$ cat config.mk
export PLATFORM = sky130hd
export DESIGN_NAME = ff_mode_bank
export DESIGN_NICKNAME = d
export VERILOG_FILES = /design/src/rtl/ff_mode_bank.sv
export SDC_FILE = /design/constraint.sdc
export NUM_CORES = 1
export LEC_CHECK = 0
export ABC_AREA = 1
export CORE_MARGIN = 2
export CORE_UTILIZATION = 51
export CTS_CLUSTER_SIZE = 8
export DETAILED_ROUTE_END_ITERATION = 8
export GPL_ROUTABILITY_DRIVEN = 0
export PLACE_DENSITY = 0.89
export SKIP_CTS_REPAIR_TIMING = 1
export SLEW_MARGIN = 5
export SYNTH_ARGS = -nofsm -noshare
export SYNTH_HDL_FRONTEND = slang
export SYNTH_SLANG_ARGS = --single-unit
$ cat constraint.sdc
create_clock -name i_clock -period 3.2 [get_ports i_clock]
set_input_delay 0.48 -clock i_clock [delete_from_list [all_inputs] [get_ports i_clock]]
set_output_delay 0.48 -clock i_clock [all_outputs]
set_load 0.01 [all_outputs]
$ cat src/rtl/ff_mode_bank.sv
// ============================================================================
// Module   : ff_mode_bank
// Brief    : WIDTH-bit register bank with run-time D/T/JK/SR next-state
//            selection, clock enable and SR-violation tracking.
// Revision : 1.0 - initial release
// ============================================================================
`default_nettype none

module ff_mode_bank #(
  parameter int               WIDTH = 8,
  parameter logic [WIDTH-1:0] INIT  = {WIDTH{1'b0}},
  parameter int               CNT_W = 4
) (
  input  logic             i_clock,
  input  logic             i_reset,
  input  logic             i_en,
  input  logic [1:0]       i_mode,
  input  logic [WIDTH-1:0] i_a,
  input  logic [WIDTH-1:0] i_b,
  input  logic             i_clr_err,
  output logic [WIDTH-1:0] o_q,
  output logic [WIDTH-1:0] o_qb,
  output logic             o_illegal,
  output logic             o_err_sticky,
  output logic [CNT_W-1:0] o_err_count
);

  localparam logic [1:0]       c_MODE_D  = 2'b00;
  localparam logic [1:0]       c_MODE_T  = 2'b01;
  localparam logic [1:0]       c_MODE_JK = 2'b10;
  localparam logic [1:0]       c_MODE_SR = 2'b11;
  localparam logic [CNT_W-1:0] c_CNT_MAX = {CNT_W{1'b1}};
  localparam logic [CNT_W-1:0] c_CNT_ONE = {{(CNT_W-1){1'b0}}, 1'b1};

  logic [WIDTH-1:0] r_q;
  logic [WIDTH-1:0] r_qb;
  logic             r_illegal;
  logic             r_err_sticky;
  logic [CNT_W-1:0] r_err_count;

  logic [WIDTH-1:0] w_q_next;
  logic             w_viol;

  // SR with a=b=1 resolves to hold, so illegal bits never disturb legal ones
  always_comb begin
    w_q_next = r_q;
    if (i_en) begin
      case (i_mode)
        c_MODE_D:  w_q_next = i_a;
        c_MODE_T:  w_q_next = r_q ^ i_a;
        c_MODE_JK: w_q_next = (i_a & ~r_q) | (~i_b & r_q);
        c_MODE_SR: w_q_next = (i_a & ~i_b) | (r_q & ~(i_a ^ i_b));
        default:   w_q_next = r_q;
      endcase
    end
  end

  assign w_viol = i_en && (i_mode == c_MODE_SR) && ((i_a & i_b) != '0);

  always_ff @(posedge i_clock or posedge i_reset) begin
    if (i_reset) begin
      r_q  <= INIT;
      r_qb <= ~INIT;
    end else begin
      r_q  <= w_q_next;
      r_qb <= ~w_q_next;
    end
  end

  // A violation on the same edge as a clear restarts the count at one
  always_ff @(posedge i_clock or posedge i_reset) begin
    if (i_reset) begin
      r_illegal    <= 1'b0;
      r_err_sticky <= 1'b0;
      r_err_count  <= '0;
    end else begin
      r_illegal <= w_viol;
      if (w_viol) begin
        r_err_sticky <= 1'b1;
        if (i_clr_err) begin
          r_err_count <= c_CNT_ONE;
        end else if (r_err_count != c_CNT_MAX) begin
          r_err_count <= r_err_count + c_CNT_ONE;
        end
      end else if (i_clr_err) begin
        r_err_sticky <= 1'b0;
        r_err_count  <= '0;
      end
    end
  end

  assign o_q          = r_q;
  assign o_qb         = r_qb;
  assign o_illegal    = r_illegal;
  assign o_err_sticky = r_err_sticky;
  assign o_err_count  = r_err_count;

endmodule

`default_nettype wire

==> run summary, run 1 <==
The flow ran to the end, and the final reports show no timing, DRC or antenna violations. The cell area that synthesis handed to floorplanning was 1490 sq um. The largest fanout on the critical path came out at 13. The path class of the lowest-slack min-delay path was reg2reg.

The combined buffer and inverter count along the critical path works out to 2. The antenna violation net count after detailed routing came out at 0. After global routing the overflow that remains totals 0. The worst relative slew slack was 45.3%. Timing analysis after detailed placement gives a worst setup slack of 1020 ps. The first TritonRoute pass finished after 5 iterations. Area growth from synthesis to final layout: 32.3%.

44 I/O pins were placed. The number of buffers on the longest clock path came out at 2. For the final-report hold violation count, the log shows 0. The logs give 2080 ps for the arrival time of the worst setup path and 282 for the final layout net count.

For the pin with the worst max-slew slack, the measured transition is 820 ps. For this run, the number of Yosys warnings is 0. The number of antenna violations at the first check in global routing was 0.

The worst hold path terminates at o_err_sticky. The number of cells on the worst reg-to-reg path is 4. The top cell family by delay on the critical path was buffers and inverters. The post-route minimum period works out to 1870 ps.

The cell row count was 19. The count of different cell masters after synthesis came out at 21. The post-route netlist has 7.88% of its cells at a drive strength greater than 1.

Global routing consumed, over all layers together, 22.1% of the routing resources. At the later pin of the worst-skew pair, clock insertion delay measures 300 ps. The horizontal die dimension is 58.1 um. Post-synthesis average cell area: 7.58 sq um.

The setup check on the worst reg-to-reg path leaves a slack of 1970 ps. The wire length of the first global-routing pass is 5.76 mm, and the number of storage elements in the synthesis netlist is 22. Setup repair after global routing left no endpoint under its margin. After detailed placement, the design holds a cell count of 269. The routed length per instance is 12.3 um. After detailed routing, the total wire length is 3.35 mm. The start point of the worst hold path is o_err_sticky. For the placed cell area, the log shows 1950 sq um. The cell that appears most often on the critical path is sky130_fd_sc_hd__nand2_1. For the final database, setup skew stands at 1.28 ps. Counting the buffers created by CTS gives 3. For this block, the initial DRC count from the detailed router was 41.

The largest single stage delay on the critical path is 770 ps. Entering global routing, the biggest net connects 23 pins. The floorplan step defined a die boundary enclosing 3380 sq um.

TritonCTS built the clock tree. The number of setup violations in the final report is 0. The leakage component of the power is 0.993 nW.

The repair_antennas step left the layout with diodes totalling 0. Max-slew violation total from the final report: 0. The startpoint type of the worst setup path is an input port.

The worst hold path passes through 2 cells. In the final timing run, aggregate negative setup slack is 0 ps. After layout, the worst path uses 58.5% of the clock period. The tools report the number of max-cap violations as 0. STA classifies the critical path endpoint as a flip-flop. For this run, design rule violations remaining after detail routing come to 0. The height of the chip works out to 58.1 um.

Across all layers, the routed design uses 1463 vias. The number of vias per cell after detailed routing was 5.38. The category of the most critical setup path is in2reg. IR analysis of the VDD net gives a maximum drop of 0.336 mV. The worst register-to-register path ends at o_err_count[2]. For this design, the sink count on the clock tree is 22. After technology mapping, the gate count stands at 197. The number of buffers added on ports was 43. Power density relative to cell area: 377 nW/um^2. The highest-delay cell along the critical path is sky130_fd_sc_hd__clkdlybuf4s50_1. The signal on the critical path passes through clkdlybuf4s50_1 -> inv_2 -> nor2_4 -> o21ai_0 -> nand2_1 -> nand2_1 -> nand2_1 -> nand2_1.

The layout has 229 filler cells. After clock tree synthesis, the clock-pin slew on the worst setup and hold paths is 110 ps. Detailed placement finished with a half-perimeter wire length of 2.59 mm. Summing all non-filler instances in the final layout gives an area of 1980 sq um. The via count of the first global-routing pass is 1375.

The root buffer selected by CTS was sky130_fd_sc_hd__clkbuf_4. The achievable frequency was 535 MHz. The worst register-to-register path begins at o_err_count[0]. Cells fill 71.1% of the core in the end. The number of nets in the synthesized netlist is 236.

For the total core area, the log shows 2780 sq um. The logs give 272 for the number of standard cells in the layout, taps in and fillers out and 1330 ps for the smallest setup slack after layout. Count of H-tree levels built during CTS: 1. The required time of the critical path was 3410 ps; the share of synthesized area occupied by flip-flops and latches was 37.5%. For this configuration, the core starts out at a cell density of 53.7%.
## layout make-up
type	instances	area, sq um	area share [%]
clock buffer	3	22.5	1.14
inverter	25	93.8	4.75
multi-input combinational	148	831	42.0
sequential	22	561	28.4
tap	31	38.8	1.96
timing repair buffer	43	430	21.8
## synthesized netlist by cell type
cell type                  instances  area [sq um]
sky130_fd_sc_hd__o22ai_1           2          12.5
sky130_fd_sc_hd__nand4_1          13          81.3
sky130_fd_sc_hd__inv_2             1          3.75
sky130_fd_sc_hd__or2_2             1          6.26
sky130_fd_sc_hd__a21oi_1          10          50.1
sky130_fd_sc_hd__nand2_1          65           244
sky130_fd_sc_hd__dfrtp_1          14           350
sky130_fd_sc_hd__ha_1             17           213
sky130_fd_sc_hd__nor2_4            2          22.5
sky130_fd_sc_hd__nand3_1           8          40.0
sky130_fd_sc_hd__o211ai_1          4          30.0
sky130_fd_sc_hd__nor2_1           13          48.8
sky130_fd_sc_hd__o21bai_1          2          15.0
sky130_fd_sc_hd__dfstp_2           8           210
sky130_fd_sc_hd__o21ai_0           7          35.0
sky130_fd_sc_hd__nor3_2            2          20.0
sky130_fd_sc_hd__buf_2             1          5.00
sky130_fd_sc_hd__nand2_2           1          6.26
sky130_fd_sc_hd__inv_1            24          90.1
sky130_fd_sc_hd__clkbuf_1          1          3.75
sky130_fd_sc_hd__nor2_2            1          6.26
## power breakdown
part / switching [W] / internal (W)
clock network: 0.0000796 / 0.0000440
logic: 0.000127 / 0.000135
registers: 0.0000285 / 0.000330
## tightest hold or removal path, stage by stage (launching register included)
cell and delay [ps]:
sky130_fd_sc_hd__dfrtp_1 370, sky130_fd_sc_hd__nand2_1 60, sky130_fd_sc_hd__nand2_1 70
## metal layers
metal	track usage (%)	vias to the layer above	part of all wire [%]	routed length, um
met5	0	-	0	0
met4	9.97	0	1.9	65
met3	3.13	6	4.1	138
met2	38.8	41	51	1710
met1	26.7	676	43	1430
li1	-	740	-	-
## worst max-delay path by stage
| stage | start | endpoint | depth (start not counted) |
|---|---|---|---|
| finish | i_en | o_err_count[2] | 8 |
| global route | i_en | o_err_count[2] | 8 |
| global placement | i_en | o_err_count[1] | 8 |
| floorplan | i_a[4] | o_err_count[2] | 8 |
| CTS | o_qb[2] | o_qb[2] | 1 |
| detailed placement | i_en | o_err_count[2] | 8 |
## layout by cell type (no fill, tap or decap)
master,count
sky130_fd_sc_hd__nand2_1,65
sky130_fd_sc_hd__clkdlybuf4s50_1,43
sky130_fd_sc_hd__inv_1,24
sky130_fd_sc_hd__ha_1,17
sky130_fd_sc_hd__dfrtp_1,14
sky130_fd_sc_hd__nand4_1,13
sky130_fd_sc_hd__nor2_1,13
sky130_fd_sc_hd__a21oi_1,10
sky130_fd_sc_hd__nand3_1,8
sky130_fd_sc_hd__dfstp_2,8
sky130_fd_sc_hd__o21ai_0,7
sky130_fd_sc_hd__o211ai_1,4
sky130_fd_sc_hd__clkbuf_4,3
sky130_fd_sc_hd__nor2_4,2
sky130_fd_sc_hd__nor3_2,2
sky130_fd_sc_hd__o22ai_1,2
sky130_fd_sc_hd__o21bai_1,2
sky130_fd_sc_hd__nand2_2,1
sky130_fd_sc_hd__nor2_2,1
sky130_fd_sc_hd__inv_2,1
sky130_fd_sc_hd__or2_2,1
## logic make-up (layout without fill, tap and decap cells)
| kind of cell | after synthesis | after routing | synth area share, % |
|---|---|---|---|
| AO/OA/AOI/OAI | 25 | 25 | 9.55 |
| adder cells (fa/ha/maj) | 17 | 17 | 14.2 |
| buffers and inverters | 27 | 71 | 6.87 |
| flip-flops | 22 | 22 | 37.5 |
| AND/OR/NAND/NOR | 106 | 106 | 31.8 |
## through the flow
stage / total power [W] / hold slack [ps]
after floorplan: 0.000486 / 463
after global placement: 0.000621 / 488
after CTS: 0.000750 / 551
final: 0.000745 / 534
after detailed placement: 0.000626 / 522
after global routing: 0.000798 / 598
(Power assumes the default switching activity.)
==> run 2, diff against run 1 <==
CORE_UTILIZATION = 47   (was 51)
PLACE_DENSITY = 0.84   (was 0.89)
clock period = 1.9 ns   (was 3.2 ns; I/O delays follow)
==> run summary, run 2 (synthesis results as in run 1) <==
The tools report the multi-input combinational cell area as 831 sq um (unchanged). The number of vias per cell after detailed routing was 5.01 (-6.8%). The number of max-cap violations came out at 0 (unchanged). The first-pass iteration count of the detailed router came out at 5 (unchanged). The total inserted antenna cells was 0 (unchanged).

Ratio of final minimum period to clock period: 87.6%. The run finished with clean final reports. The full die area is 3650 sq um (+7.9%), and the worst-case reg-to-reg path depth is 5 (+1). The latest clock arrival within the worst-skew pair is 310 ps (about the same). Highest-delay cell along the critical path: sky130_fd_sc_hd__dfstp_2. Leaving out fill and tap cells, the most frequent cell in the layout is sky130_fd_sc_hd__nand2_1. The worst relative slew slack is 78.0% (+33 points).

The top cell types in the final layout, fill and taps aside, are 65 x sky130_fd_sc_hd__nand2_1, 43 x sky130_fd_sc_hd__clkdlybuf4s50_1, 24 x sky130_fd_sc_hd__inv_1, 17 x sky130_fd_sc_hd__ha_1, 14 x sky130_fd_sc_hd__dfrtp_1. Number of vias after detailed routing: 1458 (-0.34%). The worst-margin pin slew came out at 329 ps (-491 ps). The number of buffers inserted during clock tree synthesis was 3 (unchanged).

For the cell area after layout, the log shows 2040 sq um (+3.4%). The post-detailed-routing wire length is 3.48 mm (+4.1%). The logs give 1364 (-0.80%) for the via count of the first global-routing pass and 1.94 ps (+0.656 ps) for the post-route clock skew. The arrival time of the worst setup path is 1380 ps (-700 ps).

The run gives 57.4 ps (-965 ps) as the post-place setup slack. The tools report the maximum number of pins on one net before global-route repair as 23 (unchanged). The number of buffers on the longest clock path is 2 (unchanged), and the I/O pin count is 44 (unchanged).

In this run the worst setup path terminates at o_qb[7]. For the slack of the worst reg-to-reg path, the log shows 630 ps (-1340 ps). For the placed cell count, the log shows 287 (+6.7%). The routed length per instance came out at 12.0 um (-2.7%). The fraction of final layout cells with drive strength greater than 1 came out at 10.1% (+2.2 points).

The number of setup violations in the final report is 0 (unchanged). The area growth from synthesis to final layout is 36.9%, and the max-slew violation total from the final report is 0 (unchanged). TritonCTS built the clock tree. The area occupied by registers is 561 sq um (unchanged).

Setup repair after global routing left no endpoint under its margin. Starting density of the core: 49.3% (-4.4 points). The power density relative to cell area works out to 646 nW/um^2 (+71%). Subtracting the final worst setup slack from the clock period gives 1660 ps. The number of standard cells in the layout, taps in and fillers out is 291 (+7.0%). The tools report the clock net sink count as 22 (unchanged). For the leakage component of the power, the log shows 1.02 nW (+3.2%). The signal on the critical path passes through clkdlybuf4s50_1.

Sum of overflow across all layers after global routing: 0 (unchanged). The wire length of the first global-routing pass is 5.93 mm (+3.0%). The tools report the achievable frequency as 601 MHz.

The horizontal die dimension came out at 60.4 um (+3.9%). By startpoint and endpoint, the worst setup path is classified as reg2out. The number of antenna violations at the first check in global routing was 0 (unchanged). The total core area is 3030 sq um (+8.9%). The aggregate negative setup slack came out at 0 ps (unchanged). The required time of the critical path is 1620 ps (-1790 ps). The path class of the lowest-slack min-delay path was in2async. The tools report the type of element capturing the critical path as a primary output. Number of fill cells: 267 (+17%). The critical register-to-register path startpoint was o_err_count[0]. The largest fanout on the critical path came out at 1 (-12). The endpoint of the lowest-slack register-to-register path is o_err_count[2]. The final-report hold violation count is 0 (unchanged). The worst stage delay on the critical path came out at 540 ps (-230 ps). The cell row count was 20 (+1); the total half-perimeter wirelength after legalization and detailed placement was 2.67 mm (+3.0%). The smallest setup slack after layout was 235 ps (-1090 ps).

For the placed cell area, the log shows 2010 sq um (+2.8%). For the final layout net count, the log shows 287 (+1.8%). The worst setup path is launched from a flip-flop. The number of buffers added on ports works out to 43 (unchanged). The count of H-tree levels built during CTS came out at 1 (unchanged). For the antenna violation net count after detailed routing, the log shows 0 (unchanged). The combined buffer and inverter count along the critical path was 1 (-1); the initial DRC count was 34 (-17%). The number of design rule violations left after detail routing came out at 0 (unchanged). The clock transition at the registers of the reported paths works out to 130 ps (+20 ps). The top cell family by delay on the critical path is flip-flops. The height of the chip came out at 60.4 um (+3.9%). The most critical setup path has its startpoint at o_qb[7]. The combined global-route utilization of all metal layers came out at 22.0% (-0.063 points). The tree is rooted in a sky130_fd_sc_hd__clkbuf_4. The peak supply drop was 0.464 mV (+38%). The utilization after layout was 67.5% (-3.6 points); the number of stages on the worst setup path was 1 (-7).
run 2: cell count changes in the layout (fill, tap and decap cells not counted), sizes merged:
cell / before / now
clkbuf: 3 / 4
buf: 0 / 5
run 2: cell type report:
cell class | instances | share of cell area [%]
well taps | 44 | 2.69
multi-input cells | 148 | 40.6
inverters | 25 | 4.59
repair buffers | 48 | 22.9
clock buffers | 4 | 1.77
flip-flops and latches | 22 | 27.4
run 2: where the power goes:
group	internal, W	switching [W]	leakage (nW)
Combinational	0.000234	0.000218	0.742
Clock	0.000117	0.000150	0.0210
Sequential	0.000556	0.0000443	0.261
Total	0.000907	0.000413	1.02
run 2: how the worst min path moves through the flow:
| stage | startpoint | slack [ps] | cells after the start | end |
|---|---|---|---|---|
| 2_1_floorplan | i_reset | 270 | 1 | async pin |
| 3_3_place_gp | o_err_sticky | 500 | 2 | o_err_sticky |
| 3_5_place_dp | o_err_sticky | 470 | 2 | o_err_sticky |
| 4_1_cts | i_reset | 310 | 3 | o_err_count[2] |
| 5_1_grt | i_reset | 310 | 3 | o_err_count[2] |
| 6_report | i_reset | 290 | 3 | async pin |
run 2: routing by layer:
layer | global-route usage (%) | up-vias | part of all wire (%)
met4 | 7.94 | 0 | 1.4
met3 | 3.41 | 7 | 4.0
met5 | 0 | - | 0
li1 | - | 745 | -
met1 | 26.2 | 671 | 45
met2 | 40.1 | 35 | 50
run 2: stage by stage:
stage	total power [W]	hold WS, ps
floorplan	0.000819	268
global placement	0.00105	498
detailed placement	0.00106	468
CTS	0.00133	310
global route	0.00141	307
finish	0.00132	293
